## src/rtl/direction_indicator.sv

```systemverilog
// direction_indicator: registered N-way direction display with a hold
// filter against direction glitches, an optional blinking active digit and
// a one-cycle pulse on every committed direction change.
module direction_indicator #(
  parameter int NUM_DIR      = 4,
  parameter int DIR_W        = $clog2(NUM_DIR),
  parameter int HOLD_CYCLES  = 5_000_000,
  parameter int BLINK_CYCLES = 25_000_000
) (
  input  logic                    clk,
  input  logic                    reset,
  input  logic                    enable,
  input  logic [DIR_W-1:0]        direc,
  input  logic                    blink_en,
  output logic [NUM_DIR-1:0][6:0] hex,
  output logic [DIR_W-1:0]        active_dir,
  output logic                    changed
);

  // hold_cnt only ever holds 0..HOLD_CYCLES-1
  localparam int HOLD_W  = (HOLD_CYCLES > 1) ? $clog2(HOLD_CYCLES) : 1;
  localparam int BLINK_W = $clog2(BLINK_CYCLES);
  localparam logic [HOLD_W-1:0]  HOLD_LAST  = HOLD_W'(HOLD_CYCLES - 1);
  localparam logic [BLINK_W-1:0] BLINK_LAST = BLINK_W'(BLINK_CYCLES - 1);
  localparam logic [6:0]         BLANK      = 7'h7F;

  typedef enum logic [1:0] {IDLE, SHOW, PENDING} state_t;

  // Segment pattern {g,f,e,d,c,b,a}, active-low, for a direction code.
  function automatic logic [6:0] glyph(input int code);
    case (code)
      0: return 7'b0101111;  // r
      1: return 7'b1000111;  // L
      2: return 7'b0001110;  // F
      3: return 7'b0000011;  // b
      default: begin
        case (code % 16)
          0:  return 7'h40;
          1:  return 7'h79;
          2:  return 7'h24;
          3:  return 7'h30;
          4:  return 7'h19;
          5:  return 7'h12;
          6:  return 7'h02;
          7:  return 7'h78;
          8:  return 7'h00;
          9:  return 7'h10;
          10: return 7'h08;
          11: return 7'h03;
          12: return 7'h46;
          13: return 7'h21;
          14: return 7'h06;
          default: return 7'h0E;
        endcase
      end
    endcase
  endfunction

  state_t               state_reg, state_next;
  logic [DIR_W-1:0]     cand_reg, cand_next;
  logic [HOLD_W-1:0]    hold_cnt_reg, hold_cnt_next;
  logic [BLINK_W-1:0]   blink_cnt_reg, blink_cnt_next;
  logic                 phase_hidden_reg, phase_hidden_next;
  logic [DIR_W-1:0]     active_next;
  logic                 changed_next;
  logic                 commit;
  logic                 direc_valid;
  logic                 show_active;
  logic [NUM_DIR-1:0][6:0] hex_next;

  // Codes outside the direction range mean "no change".
  assign direc_valid = (int'(direc) < NUM_DIR);

  // State register; every output is registered here from its next value.
  always_ff @(posedge clk) begin
    if (reset) begin
      state_reg        <= IDLE;
      cand_reg         <= '0;
      hold_cnt_reg     <= '0;
      blink_cnt_reg    <= '0;
      phase_hidden_reg <= 1'b0;
      active_dir       <= '0;
      changed          <= 1'b0;
      hex              <= {NUM_DIR{BLANK}};
    end else begin
      state_reg        <= state_next;
      cand_reg         <= cand_next;
      hold_cnt_reg     <= hold_cnt_next;
      blink_cnt_reg    <= blink_cnt_next;
      phase_hidden_reg <= phase_hidden_next;
      active_dir       <= active_next;
      changed          <= changed_next;
      hex              <= hex_next;
    end
  end

  // Next-state logic: hold filter, commit decision and blink timing.
  always_comb begin
    state_next        = state_reg;
    cand_next         = cand_reg;
    hold_cnt_next     = hold_cnt_reg;
    blink_cnt_next    = blink_cnt_reg;
    phase_hidden_next = phase_hidden_reg;
    active_next       = active_dir;
    changed_next      = 1'b0;
    commit            = 1'b0;
    if (!enable) begin
      // Disable wins over everything; the committed direction is kept.
      state_next     = IDLE;
      cand_next      = '0;
      hold_cnt_next  = '0;
      blink_cnt_next = '0;
    end else begin
      // Blink counter free-runs whenever a digit is being displayed.
      if (state_reg != IDLE) begin
        if (blink_cnt_reg == BLINK_LAST) begin
          blink_cnt_next    = '0;
          phase_hidden_next = ~phase_hidden_reg;
        end else begin
          blink_cnt_next = blink_cnt_reg + 1'b1;
        end
      end
      case (state_reg)
        IDLE: begin
          // First valid code after enabling is shown without any hold.
          if (direc_valid) begin
            commit     = 1'b1;
            state_next = SHOW;
          end
        end
        SHOW: begin
          if (direc_valid && direc != active_dir) begin
            if (HOLD_CYCLES == 1) begin
              commit = 1'b1;
            end else begin
              cand_next     = direc;
              hold_cnt_next = HOLD_W'(1);
              state_next    = PENDING;
            end
          end
        end
        PENDING: begin
          if (direc_valid) begin
            if (direc == cand_reg) begin
              if (hold_cnt_reg == HOLD_LAST) begin
                commit     = 1'b1;
                state_next = SHOW;
              end else begin
                hold_cnt_next = hold_cnt_reg + 1'b1;
              end
            end else if (direc == active_dir) begin
              state_next = SHOW;
            end else begin
              cand_next     = direc;
              hold_cnt_next = HOLD_W'(1);
            end
          end
        end
        default: state_next = IDLE;
      endcase
      if (commit) begin
        active_next       = direc;
        changed_next      = 1'b1;
        phase_hidden_next = 1'b0;
        blink_cnt_next    = '0;
        hold_cnt_next     = '0;
      end
    end
  end

  // Output logic: the active digit is lit unless idle or in the hidden blink phase.
  always_comb begin
    show_active = (state_next != IDLE) && !(blink_en && phase_hidden_next);
  end

  for (genvar gi = 0; gi < NUM_DIR; gi++) begin : g_digit
    localparam logic [6:0] GLYPH = glyph(gi);
    assign hex_next[gi] = (show_active && active_next == DIR_W'(gi)) ? GLYPH : BLANK;
  end

endmodule

```

## config.mk

```make
export PLATFORM = sky130hd
export DESIGN_NAME = direction_indicator
export DESIGN_NICKNAME = d
export VERILOG_FILES = /design/src/rtl/direction_indicator.sv
export SDC_FILE = /design/constraint.sdc
export NUM_CORES = 1
export LEC_CHECK = 0
export CAP_MARGIN = 0
export CORE_AREA = 2 2 92 94
export CTS_BUF_LIST = sky130_fd_sc_hd__clkbuf_4 sky130_fd_sc_hd__clkbuf_8 sky130_fd_sc_hd__clkbuf_16
export DETAILED_ROUTE_END_ITERATION = 8
export DIE_AREA = 0 0 94 96
export PLACE_DENSITY_LB_ADDON = 0.3
export SETUP_SLACK_MARGIN = 0.1
export SLEW_MARGIN = 20
export SYNTH_ARGS = -nofsm -noshare
export SYNTH_HDL_FRONTEND = slang
export SYNTH_SLANG_ARGS = --single-unit
```

## constraint.sdc

```tcl
create_clock -name clk -period 7.9 [get_ports clk]
set_clock_uncertainty 0.2 [all_clocks]
set_input_delay 1.58 -clock clk [delete_from_list [all_inputs] [get_ports clk]]
set_output_delay 1.58 -clock clk [all_outputs]
set_load 0.01 [all_outputs]
```

==> impl_metrics.csv, run 1 <==
group,metric,value,unit
pwr,p_seq_share,48.2,%
pwr,clkPwrFrac,43.7,%
logic_synthesis,ys_ff_latch,60,
logic_synthesis,netlist_area,0.00348,sq mm
global_route,grt_pass1_vias,2706,
global_route,busiest_layer,"met2",
detailed_routing,drtAntennaViolNets,0,
sta,finalHoldViolCount,0,
finish,fillCellCount,785,
sta,setup_tns,0,ps
clocking,cts_setup_buffers,0,
logic_synthesis,async_reset_ff_share,0,%
logic_synthesis,seq_area_frac_synth,34.5,%
clocking,cts_max_level,3,
global_route,groute.usage.overall,17.5,%
worst_setup_path,criticalPathCategory,"in2reg",
sta,finalSetupViolations,0,
clocking,clk-insertion-delay-late,340,ps
global_route,grtUsageMet1,22.4,%
logic_synthesis,ys_types,50,
global_route,grt_max_degree,60,
logic_synthesis,ys.flop_type,"dfxtp_1",
clocking,numCtsBuffers,9,
worst_setup_path,cp_data_arrival_time,4430,ps
run,drv_cap,0,
finish,drive_gt1_share,6.47,%
global_route,grt_pass1_wl,12.6,mm
global_route,antenna_found_initial,0,
clocking,ctsResizeCount,0,
clocking,ctsHoldBuffers,0,
min_path,hold_path.class,"reg2reg",
finish,nNetsFinal,420,
placement,place.gp.congestion,0.830,
global_route,grt_overflow,0,
pwr,irDropWorstVdd,0.0908,mV
worst_setup_path,required,7910,ps
finish,fin_area,0.00376,sq mm
clocking,cts_buffer_depth,2,
sta,period_share,55.9,%
min_path,min_from,"phase_hidden_reg",
pwr,power_density,170,mW/mm^2
finish,diodes,0,
global_route,use_met3,5.64,%
sta,max_slew_margin,34.6,%
logic_synthesis,avgSynthCellArea,8.44,sq um
worst_setup_path,cp_max_fo,38,
floorplan,die_width,94,microns
min_path,whs_endpoint,"phase_hidden_reg",
sta,slew_violations,0,
worst_setup_path,endpoint_kind,"register",
clocking,clk_pin_slew_worst_paths,80,ps
min_path,hold_depth,2,
status,run_status,"finished clean",
placement,io_buffers,22,
finish,area_growth,8.20,%
pwr,power_switching,0.169,mW
detailed_routing,wire_per_inst,14.1,microns
worst_setup_path,rr_worst_depth,5,
worst_setup_path,start_kind,"input port",
detailed_routing,initialDrtViolationCount,177,
pwr,p_leak,1.08,nW
pwr,power.share.switching,26.3,%
floorplan,row_count,33,
worst_setup_path,rr_startpoint,"cand_reg[1]",
worst_setup_path,reg2reg_slack,5010,ps
floorplan,die_h,96,microns
logic_synthesis,synth_edf_count,0,
finish,largest_reg_flops,25,
sta,rsz0062_at_grt,"false",
global_route,grt_util_met2,28.0,%
finish,final_cell_mix,"60 x dfxtp_1, 42 x nor2_1, 28 x nand4_1",
floorplan,initial_utilization,43.2,%
finish,final_common_cell,"dfxtp_1",
logic_synthesis,yosysWarnings,0,
placement,post-dp-hpwl,4.78,mm
pwr,intPower,0.472,mW
clocking,root_buffer,"clkbuf_8",
detailed_routing,wl,7.34,mm
detailed_routing,drc,0,
clocking,clkSinkCount,60,
sta,fmax,226,MHz
floorplan,pin_count,37,
clocking,cts_tree,"done",
floorplan,die_area,0.00902,sq mm
worst_setup_path,r2r_end,"blink_cnt_reg[19]",
logic_synthesis,syn_inst,412,
floorplan,core,0.00805,sq mm
pwr,combPwrFrac,8.1,%
placement,post_dp_cell_area,0.00356,sq mm
detailed_routing,first_pass_iters,4,
sta,fin_crit,4420,ps
detailed_routing,vias_per_cell,5.70,
detailed_routing,vias,2975,
sta,worst_pin_slew,972,ps
## cells in the mapped netlist (2+ instances only)
cell type / instances / area [sq um]
and4_1: 8 / 70.1
nand3_1: 23 / 115
nor4_1: 8 / 50.1
o21ai_0: 5 / 25.0
nand2b_1: 4 / 25.0
nand4_1: 28 / 175
mux2i_1: 21 / 210
nand2_1: 21 / 78.8
o31a_1: 2 / 17.5
inv_1: 13 / 48.8
buf_1: 2 / 7.51
nor2_1: 43 / 161
buf_2: 4 / 20.0
ha_1: 2 / 25.0
buf_4: 26 / 195
or3_1: 2 / 12.5
dfxtp_1: 60 / 1200
nand4b_1: 16 / 140
clkbuf_1: 10 / 37.5
xnor2_1: 21 / 184
nor3_1: 13 / 65.1
a211oi_1: 8 / 60.1
a21oi_1: 21 / 105
buf_6: 5 / 56.3
or2_2: 2 / 12.5
nor4b_1: 3 / 26.3
or4b_4: 2 / 27.5
xor2_1: 7 / 61.3
o22ai_1: 8 / 50.1
and2_1: 4 / 25.0
## logic make-up after synthesis
family,share of synthesized area [%]
other cells,0.108
simple gates,30.1
xor+xnor,7.52
flops,34.5
buf+inv,10.9
fa+ha+maj,0.719
compound gates,10.0
mux,6.04
## power groups by stage
stage,Clock (mW),Sequential (mW),Combinational [mW]
final,0.280,0.309,0.0516
after global routing,0.306,0.309,0.0574
after CTS,0.289,0.309,0.0517
after detailed placement,0,0.316,0.0515
after global placement,0,0.316,0.0509
after floorplan,0,0.316,0.0431
## worst max-delay path by stage
| stage | start | endpoint | slack, ps | cells after the start |
|---|---|---|---|---|
| CTS | direc[1] | blink_cnt_reg[19] | 3500 | 6 |
| global route | direc[1] | blink_cnt_reg[14] | 3310 | 6 |
| finish | direc[1] | blink_cnt_reg[19] | 3480 | 6 |
| detailed placement | direc[1] | blink_cnt_reg[11] | 3140 | 6 |
| floorplan | direc[0] | hold_cnt_reg[13] | 4100 | 9 |
| global placement | direc[1] | blink_cnt_reg[20] | 3220 | 6 |
## per-stage QoR
| stage | util, % | hold WS (ps) | setup slack (ps) | cells | power [mW] |
|---|---|---|---|---|---|
| floorplan | - | 248 | 4100 | 425 | 0.359 |
| global placement | 44.3 | 266 | 3220 | 506 | 0.367 |
| detailed placement | 44.3 | 277 | 3140 | 506 | 0.368 |
| CTS | 46.7 | 288 | 3500 | 522 | 0.650 |
| global route | 46.7 | 316 | 3310 | 522 | 0.673 |
| finish | 46.7 | 287 | 3480 | 522 | 0.641 |
## cell type report
cell class / count / area, sq um / area share (%)
flip-flops and latches: 60 / 1200 / 31.9
clock buffers: 9 / 124 / 3.29
well taps: 105 / 131 / 3.49
multi-input cells: 304 / 1950 / 51.8
repair buffers: 24 / 235 / 6.25
inverters: 13 / 48.8 / 1.30
clock inverters: 7 / 75.1 / 1.99
## critical path: stages
cell and delay [ps]:
clkdlybuf4s50_1 580, xor2_2 230, or4b_4 620, or4b_4 780, nand3b_2 500, nor2_1 110
## layer usage
metal  routed length (microns)  part of all wire (%)  vias to the layer above
met5                         0                     0                        -
met4                        50                  0.68                        0
met3                       411                   5.6                        4
met2                      3490                    48                       89
met1                      3390                    46                     1415
li1                          -                     -                     1467
Power figures use the tool's default switching activity.
==> inputs of run 2 (changes only) <==
clock period = 4.5 ns   (was 7.9 ns; I/O delays follow)
==> impl_metrics.csv, run 2 (synthesis results as in run 1) <==
group,metric,value,unit
detailed_routing,vias_per_cell,5.52,
detailed_routing,first_pass_iters,4,
floorplan,core,0.00805,sq mm
worst_setup_path,rr_worst_depth,5,
detailed_routing,vias,2895,
placement,io_buffers,22,
finish,final_common_cell,"dfxtp_1",
placement,place.gp.congestion,0.816,
sta,max_slew_margin,36.3,%
floorplan,pin_count,37,
placement,post-dp-hpwl,5.02,mm
clocking,root_buffer,"clkbuf_8",
clocking,cts_tree,"done",
pwr,finalPower,1.13,mW
finish,final_cell_mix,"60 x dfxtp_1, 42 x nor2_1, 28 x nand4_1",
clocking,cts_max_level,3,
clocking,clk_pin_slew_worst_paths,70,ps
pwr,power_density,299,mW/mm^2
finish,multiInputGateArea,0.00195,sq mm
pwr,irDropWorstVdd,0.138,mV
min_path,hold_depth,2,
finish,nNetsFinal,422,
floorplan,die_h,96,microns
detailed_routing,drc,0,
global_route,groute.usage.overall,17.6,%
sta,slew_violations,0,
sta,fin_crit,3610,ps
detailed_routing,drtAntennaViolNets,0,
finish,fillCellCount,798,
worst_setup_path,criticalPathCategory,"in2reg",
floorplan,die_area,0.00902,sq mm
finish,seqCellArea,0.00120,sq mm
global_route,grt_max_degree,35,
detailed_routing,wl,7.34,mm
sta,rsz0062_at_grt,"false",
floorplan,initial_utilization,43.2,%
clocking,ctsResizeCount,0,
finish,largest_reg_flops,25,
sta,finalHoldViolCount,0,
pwr,p_leak,1.09,nW
worst_setup_path,cp_data_arrival_time,3610,ps
global_route,grt_overflow,0,
finish,drive_gt1_share,6.92,%
finish,diodes,0,
worst_setup_path,start_kind,"input port",
min_path,whs_endpoint,"phase_hidden_reg",
clocking,cts_setup_buffers,0,
global_route,antenna_found_initial,0,
clocking,numCtsBuffers,9,
worst_setup_path,rr_startpoint,"hold_cnt_reg[9]",
clocking,cts_buffer_depth,2,
global_route,grt_pass1_vias,2699,
worst_setup_path,required,4500,ps
clocking,clk-insertion-delay-late,340,ps
status,run_status,"finished clean",
worst_setup_path,endpoint_kind,"register",
min_path,min_from,"phase_hidden_reg",
placement,post_dp_cell_area,0.00358,sq mm
min_path,hold_path.class,"reg2reg",
global_route,grt_pass1_wl,12.7,mm
run,drv_cap,0,
worst_setup_path,r2r_end,"blink_cnt_reg[13]",
detailed_routing,initialDrtViolationCount,84,
sta,worst_pin_slew,946,ps
finish,fin_area,0.00378,sq mm
sta,finalSetupViolations,0,
clocking,clkSinkCount,60,
sta,setup_tns,0,ps
sta,whs,292,ps
finish,area_growth,8.63,%
detailed_routing,wire_per_inst,14.0,microns
floorplan,die_width,94,microns
clocking,ctsHoldBuffers,0,
floorplan,row_count,33,
sta,fmax,277,MHz
sta,period_share,80.1,%
worst_setup_path,cp_max_fo,25,
worst_setup_path,reg2reg_slack,1710,ps
-- run 2: changes by cell type in the layout (fill, tap and decap cells not counted), sizes merged --
cell    before  now
buf          2    4
clkinv       5    4
inv         14   15
-- run 2: where the power goes --
part	internal, mW	switching, mW
clock	0.259	0.236
sequential	0.536	0.00592
combinational	0.0353	0.0575
-- run 2: cell type report --
cell class | instances | area share, %
clock buffer | 9 | 3.28
timing repair buffer | 26 | 6.62
inverter | 13 | 1.29
clock inverter | 7 | 1.99
tap | 105 | 3.48
sequential | 60 | 31.8
multi-input combinational | 304 | 51.6
-- run 2: through the flow --
step	cells	util, %	setup slack [ps]
floorplan	425	-	1380
global route	524	46.9	751
global placement	508	44.5	605
detailed placement	508	44.5	548
CTS	524	46.9	899
finish	524	46.9	894
-- run 2: layer usage --
layer | global-route usage [%] | vias to the layer above | share of wire [%]
met2 | 28.9 | 59 | 47
met5 | 0 | - | 0
met1 | 22.5 | 1360 | 48
met3 | 4.07 | 11 | 3.4
met4 | 6.64 | 0 | 1.8
li1 | - | 1465 | -
-- run 2: worst max-delay path by stage --
stage,start,to
global route,direc[1],blink_cnt_reg[13]
detailed placement,direc[1],blink_cnt_reg[11]
global placement,direc[1],blink_cnt_reg[3]
CTS,direc[1],blink_cnt_reg[14]
finish,direc[1],blink_cnt_reg[13]
floorplan,direc[0],hold_cnt_reg[13]
-- run 2: critical path, stage by stage --
cell	delay, ps
clkdlybuf4s50_1	570
xor2_2	230
or4b_4	610
or4b_4	700
nand3b_2	480
nor2_1	100
==> inputs of run 3 (changes only) <==
clock period = 3.3 ns   (was 4.5 ns; I/O delays follow)
==> impl_metrics.csv, run 3 (synthesis results as in run 1) <==
group,metric,value,unit
worst_setup_path,endpoint_kind,"register",
detailed_routing,drc,0,
detailed_routing,first_pass_iters,4,
worst_setup_path,cp_max_fo,18,
sta,finalSetupViolations,0,
sta,fin_crit,2870,ps
global_route,grt_max_degree,29,
floorplan,die_area,0.00902,sq mm
sta,finalHoldViolCount,0,
clocking,clk_pin_slew_worst_paths,70,ps
sta,fmax,348,MHz
detailed_routing,vias_per_cell,5.57,
detailed_routing,wire_per_inst,14.0,microns
run,drv_cap,0,
sta,setup_tns,0,ps
worst_setup_path,required,3320,ps
floorplan,die_width,94,microns
pwr,p_leak,1.13,nW
finish,diodes,0,
global_route,antenna_found_initial,0,
clocking,cts_max_level,3,
placement,place.gp.congestion,0.877,
sta,worst_pin_slew,492,ps
sta,rsz0062_at_grt,"false",
finish,nNetsFinal,433,
clocking,cts_setup_buffers,0,
detailed_routing,vias,2978,
global_route,grt_pass1_vias,2733,
pwr,power_density,397,mW/mm^2
sta,finalWorstSetupSlack,426,ps
pwr,irDropWorstVdd,0.236,mV
finish,area_growth,11.2,%
placement,post-dp-hpwl,5.22,mm
floorplan,pin_count,37,
clocking,cts_tree,"done",
finish,final_cell_mix,"60 x dfxtp_1, 42 x nor2_1, 28 x nand4_1",
floorplan,row_count,33,
floorplan,die_h,96,microns
sta,slew_violations,0,
sta,period_share,87.1,%
finish,final_common_cell,"dfxtp_1",
global_route,grt_pass1_wl,12.9,mm
status,run_status,"finished clean",
clocking,ctsResizeCount,0,
clocking,numCtsBuffers,9,
worst_setup_path,criticalPathCategory,"in2reg",
clocking,root_buffer,"clkbuf_8",
detailed_routing,drtAntennaViolNets,0,
min_path,hold_path.class,"reg2reg",
finish,largest_reg_flops,25,
sta,max_slew_margin,66.7,%
floorplan,core,0.00805,sq mm
worst_setup_path,cp_data_arrival_time,2890,ps
global_route,grt_overflow,0,
global_route,groute.usage.overall,17.8,%
clocking,clk-insertion-delay-late,340,ps
clocking,ctsHoldBuffers,0,
finish,fillCellCount,795,
placement,io_buffers,22,
finish,drive_gt1_share,9.30,%
detailed_routing,wl,7.51,mm
clocking,clkSinkCount,60,
worst_setup_path,start_kind,"input port",
clocking,cts_buffer_depth,2,
placement,pre_cts_ws,81.1,ps
floorplan,initial_utilization,43.2,%
detailed_routing,initialDrtViolationCount,121,
-- run 3: cell count changes in the layout (fill, tap and decap cells not counted) --
| cell | change |
|---|---|
| inv_6 | -2 |
| clkinv_2 | +1 |
| clkinvlp_4 | +3 |
| clkinv_4 | -2 |
| buf_4 | +10 |
| buf_12 | +1 |
-- run 3: critical path, stage by stage --
cell and delay [ps]:
clkdlybuf4s50_1 460, xor2_2 170, or4b_4 580, or4b_4 590, buf_4 220, nand4b_1 110
mux2i_1 90
-- run 3: layout make-up --
type                       instances  area [sq um]  area share (%)
clock inverter                     7          67.6            1.75
clock buffer                       9           124            3.20
inverter                          13          48.8            1.26
tap                              105           131            3.40
sequential                        60          1200            31.1
timing repair buffer              37           345            8.93
multi-input combinational        304          1950            50.4
-- run 3: final timing paths --
check | startpoint | to | slack, ps | cells after the start
min reg2reg | hold_cnt_reg[16] | hold_cnt_reg[16] | 290 | 2
max | direc[1] | hold_cnt_reg[3] | 430 | 7
min | hold_cnt_reg[16] | hold_cnt_reg[16] | 290 | 2
max reg2reg | hold_cnt_reg[0] | hex[4] | 690 | 6
-- run 3: power by group --
group          internal (mW)  switching [mW]  total, mW
registers              0.731         0.00840      0.740
clock network          0.344           0.316      0.660
logic                 0.0551          0.0798      0.135
total                   1.13           0.404       1.53
-- run 3: per-layer routing --
layer | part of all wire (%) | GRT usage [%] | routed length (microns)
met5 | 0 | 0 | 0
met4 | 1.8 | 5.68 | 134
met3 | 3.7 | 4.46 | 278
met2 | 48 | 30.2 | 3590
met1 | 47 | 22.3 | 3510
-- run 3: per-stage QoR --
stage / instances / hold slack [ps] / instance area, sq um / total power, mW / utilization (%)
after floorplan: 425 / 248 / 3530 / 0.860 / -
after global placement: 519 / 267 / 3670 / 0.889 / 45.6
after detailed placement: 519 / 282 / 3670 / 0.891 / 45.6
after CTS: 535 / 293 / 3870 / 1.55 / 48.0
after global routing: 535 / 313 / 3870 / 1.60 / 48.0
final: 535 / 292 / 3870 / 1.53 / 48.0
